`src/rtl/wave_period_meter.sv`:
```
// Measures clock cycles between successive rising edges of an asynchronous square wave
// and presents each period on a registered valid/ready output.
module wave_period_meter #(
    parameter int width_p       = 16,
    parameter int sync_stages_p = 2
) (
    input  logic               clk_i,
    input  logic               reset_i,
    input  logic               wave_i,
    input  logic               ready_i,
    output logic               valid_o,
    output logic [width_p-1:0] period_o,
    output logic               overflow_o,
    output logic               missed_o,
    output logic [1:0]         state_o
);

    localparam logic [1:0] IDLE    = 2'd0;
    localparam logic [1:0] ARMED   = 2'd1;
    localparam logic [1:0] MEASURE = 2'd2;

    localparam logic [width_p-1:0] fill_c = width_p'(sync_stages_p);
    localparam logic [width_p-1:0] one_c  = width_p'(1);
    localparam logic [width_p-1:0] max_c  = '1;

    logic [sync_stages_p-1:0] sync_q;
    logic                     prev_q;
    logic                     s;
    logic                     rise;

    logic [1:0]         state_q;
    logic [width_p-1:0] cnt_q;
    logic               sat_q;
    logic               cap_q;
    logic [width_p-1:0] cap_period_q;
    logic               cap_ovf_q;

    assign s       = sync_q[sync_stages_p-1];
    assign rise    = s & ~prev_q;
    assign state_o = state_q;

    always_ff @(posedge clk_i) begin
        if (reset_i) begin
            sync_q <= '0;
            prev_q <= 1'b0;
        end else begin
            sync_q <= {sync_q[sync_stages_p-2:0], wave_i};
            prev_q <= s;
        end
    end

    // In IDLE the counter first waits for the synchronizer to flush, so a wave
    // already high at reset release is seen as high and never mistaken for a rise.
    always_ff @(posedge clk_i) begin
        if (reset_i) begin
            state_q      <= IDLE;
            cnt_q        <= '0;
            sat_q        <= 1'b0;
            cap_q        <= 1'b0;
            cap_period_q <= '0;
            cap_ovf_q    <= 1'b0;
        end else begin
            cap_q <= 1'b0;
            case (state_q)
                IDLE: begin
                    if (cnt_q < fill_c) begin
                        cnt_q <= cnt_q + one_c;
                    end else if (!s) begin
                        state_q <= ARMED;
                        cnt_q   <= '0;
                    end
                end
                ARMED: begin
                    if (rise) begin
                        state_q <= MEASURE;
                        cnt_q   <= one_c;
                        sat_q   <= 1'b0;
                    end
                end
                MEASURE: begin
                    if (rise) begin
                        cap_q        <= 1'b1;
                        cap_period_q <= cnt_q;
                        cap_ovf_q    <= sat_q;
                        cnt_q        <= one_c;
                        sat_q        <= 1'b0;
                    end else if (cnt_q == max_c) begin
                        sat_q <= 1'b1;
                    end else begin
                        cnt_q <= cnt_q + one_c;
                    end
                end
                default: begin
                    state_q <= IDLE;
                    cnt_q   <= '0;
                end
            endcase
        end
    end

    // Handshake: a measurement transfers on a cycle with valid_o & ready_i; valid_o
    // and the data are registered and held while ready_i is low, and ready_i is ignored
    // while valid_o is low. A capture arriving while the held value is unaccepted is
    // dropped and flagged on missed_o.
    always_ff @(posedge clk_i) begin
        if (reset_i) begin
            valid_o    <= 1'b0;
            period_o   <= '0;
            overflow_o <= 1'b0;
            missed_o   <= 1'b0;
        end else begin
            missed_o <= 1'b0;
            if (cap_q) begin
                if (!valid_o || ready_i) begin
                    valid_o    <= 1'b1;
                    period_o   <= cap_period_q;
                    overflow_o <= cap_ovf_q;
                end else begin
                    missed_o <= 1'b1;
                end
            end else if (valid_o && ready_i) begin
                valid_o <= 1'b0;
            end
        end
    end

endmodule

```
`config.mk`:
```
export PLATFORM = sky130hd
export DESIGN_NAME = wave_period_meter
export DESIGN_NICKNAME = d
export VERILOG_FILES = /design/src/rtl/wave_period_meter.sv
export SDC_FILE = /design/constraint.sdc
export NUM_CORES = 1
export LEC_CHECK = 0
export ABC_AREA = 1
export BUFFER_PORTS_ARGS = -buffer_cell sky130_fd_sc_hd__buf_2
export CAP_MARGIN = 40
export CORE_MARGIN = 3
export CORE_UTILIZATION = 50
export DETAILED_ROUTE_END_ITERATION = 8
export GPL_TIMING_DRIVEN = 0
export PLACE_DENSITY = 0.8
export SLEW_MARGIN = 20
export SYNTH_ARGS = -nofsm -noshare
export SYNTH_HDL_FRONTEND = slang
export SYNTH_SLANG_ARGS = --single-unit
```
`constraint.sdc`:
```
create_clock -name clk_i -period 2.85 [get_ports clk_i]
set_input_delay 0.57 -clock clk_i [delete_from_list [all_inputs] [get_ports clk_i]]
set_output_delay 0.57 -clock clk_i [all_outputs]
set_load 0.005 [all_outputs]
```
==> flow_summary_export.csv <==
group,metric,value,unit
power,vdd_ir_drop_max,375,uV
die,dieArea,6080,um^2
sta,setup_viol,0,
detailed_routing,initialDrtViolationCount,231,
yosys,postSynth.asyncResetShare,0,%
yosys,synth_fp_nets,373,
placed_design,numPortBuffers,23,
sta,rsz0062_at_grt,"false",
worst_setup_path,critical_path_class,"reg -> reg",
global_routing,grtUsageTotal,21.7,%
clocking,cts_resized,0,
die,die_h,78.0,um
yosys,yosysTopAreaCell,"dfxtp_1",
finish,finalNetCount,407,
sta,hold_viol,0,
global_routing,grt-ovfl-total,0,
sta,worst_slew_pin_slew,543,ps
die,core,4880,um^2
yosys,ys_seq_area_share,45.6,%
sta,slew-limit-headroom,63.8,%
clocking,cts.clk_slew.worst_paths,70,ps
clocking,hold_buffers,0,
placed_design,place_ws,841,ps
yosys,synth.most_common_cell,"nor2_1",
sta,min_period_over_period,68.3,%
yosys,netlist_instances,368,
job,cap_violations,0,
power,p_per_area,706,nW/um^2
clocking,clock-sinks,59,
placed_design,routabilityCongestion,0.883,
global_routing,antenna_found_initial,0,
status,status,"complete, no violations",
clocking,cts_tree,"done",
yosys,ys_types,27,
clocking,clk_latency,350,ps
detailed_routing,vias,2525,
worst_setup_path,end_kind,"flip-flop",
hold_path,hp-class,"reg -> reg",
yosys,synthTopCellsByCount,"nor2_1 (80), nand2_1 (65), dfxtp_1 (59), o21ai_0 (40), a21oi_1 (28)",
global_routing,grt_first_pass_wirelength,10.3,mm
power,leakagePower,1.32,nW
clocking,postCtsSetupBuffers,0,
clocking,h-tree-depth,3,
sta,min_period,1950,ps
clocking,numCtsBuffers,9,
clocking,cts_root_buf,"clkbuf_8",
finish,area_delta_synth_final,16.4,%
die,start_util,53.1,%
yosys,synth_edf_count,0,
sta,tns,0,ps
detailed_routing,drt-pass1-iter-count,4,
detailed_routing,vias_per_cell,5.33,
finish,layout-drive-gt1-share,14.7,%
global_routing,grt_max_degree,12,
global_routing,grt_pass1_vias,2297,
worst_setup_path,cp.required,3120,ps
yosys,yosysWarnings,0,
yosys,ys_ff_latch,59,
detailed_routing,routedWlPerCell,12.6,um
worst_setup_path,worst_ep_arrival_time,2220,ps
yosys,yosysTopAreaCellShare,45.6,%
die,die_w,78.0,um
sta,fmax,0.514,GHz
detailed_routing,drc,0,
placed_design,detailed_place_hpwl,4.20,mm
clocking,ctsLongestPathBuffers,2,
sta,fin_ws,904,ps
finish,diodes,0,
sta,finalClockSkew,5.76,ps
worst_setup_path,crit_path_start_kind,"flip-flop",
die,ios,25,
yosys,synth_area,2590,um^2
sta,final-max-slew-violation-count,0,
die,num_rows,25,
yosys,ys_top_cells_by_area,"dfxtp_1 (46%), nor2_1 (12%), nand2_1 (9.4%)",
yosys,synth.avg_cell_area,7.04,um^2
detailed_routing,totalWireLength,5.98,mm
detailed_routing,drtAntennaViolNets,0,
yosys,synth_ff_type,"dfxtp_1",
worst_setup_path,worstPathMaxFanout,10,
worst_setup_path,rrSetupSlack,900,ps
==> where the power goes <==
part | switching [mW] | internal [mW] | total, mW
combinational | 0.256 | 0.116 | 0.372
sequential | 0.0336 | 0.867 | 0.901
clock | 0.344 | 0.515 | 0.859
==> sequential cells by signal, indices dropped and copies added (netlist names) <==
register	count
cnt_q	16
valid_o	1
prev_q	1
period_o	16
sync_q	2
cap_ovf_q	1
cap_period_q	16
sat_q	1
overflow_o	1
cap_q	1
missed_o	1
state_o	2
==> critical path, cell delays in order, from the launching register on <==
cell	delay, ps
dfxtp_1	430
ha_1	260
nand2_1	90
nor2_2	200
nand3_2	170
nor3_4	190
inv_2	80
nand2_4	110
buf_6	160
nand2_1	60
a21oi_1	130
==> metal layers <==
layer | global-route usage [%] | wire (um) | vias up | part of all wire, %
met1 | 27.2 | 2730 | 1146 | 46
li1 | - | - | 1264 | -
met3 | 5.57 | 404 | 16 | 6.8
met4 | 13.3 | 161 | 0 | 2.7
met2 | 33.2 | 2690 | 99 | 45
met5 | 0 | 0 | - | 0
==> path summary, 6_finish.rpt <==
path,from,endpoint,cells past startpoint
hold / removal,sync_q[0],sync_q[1],2
setup reg to reg,cnt_q[0],cnt_q[12],10
setup / recovery,cnt_q[0],cnt_q[12],10
hold reg to reg,sync_q[0],sync_q[1],2
==> logic make-up after synthesis <==
group                      count (synthesis)  share of synthesized area (%)
DFF                                       59                           45.6
buffers and inverters                     44                           6.81
and+or+nand+nor                          192                           32.7
xor gates and xnor gates                   2                          0.676
adders and majority gates                  1                          0.483
AOI/OAI and AO/OA                         70                           13.8
==> stage by stage <==
stage          hold WS (ps)  power (mW)  cell area [um^2]  utilization [%]  std cells
2_1_floorplan           388        1.18              2590                -        368
5_1_grt                 413        2.23              3020             61.8        474
6_report                408        2.13              3020             61.8        474
3_3_place_gp            391        1.27              2790             57.2        458
4_1_cts                 408        2.14              3020             61.8        474
3_5_place_dp            397        1.28              2790             57.2        458
==> cells in the final DEF, fill, tap and decap left out, drive strengths merged <==
cell type / n
nor4: 1
inv: 29
or2: 3
nand3: 16
clkinv: 4
clkinvlp: 2
bufinv: 2
buf: 25
xnor2: 2
clkbuf: 21
a21oi: 29
o21ai: 40
nand4: 11
nor2: 87
dfxtp: 59
nand3b: 1
nor3: 6
o21bai: 1
nand2: 67
ha: 1
==> final cells by class <==
| class | instances | area [um^2] |
|---|---|---|
| timing repair buffer | 23 | 115 |
| buffer | 13 | 60.1 |
| inverter | 31 | 116 |
| clock buffer | 10 | 138 |
| fill | 434 | 1860 |
| clock inverter | 6 | 88.8 |
| sequential | 59 | 1180 |
| multi-input combinational | 265 | 1230 |
| tap | 67 | 83.8 |
No activity file was read; power rests on OpenSTA's default activity.
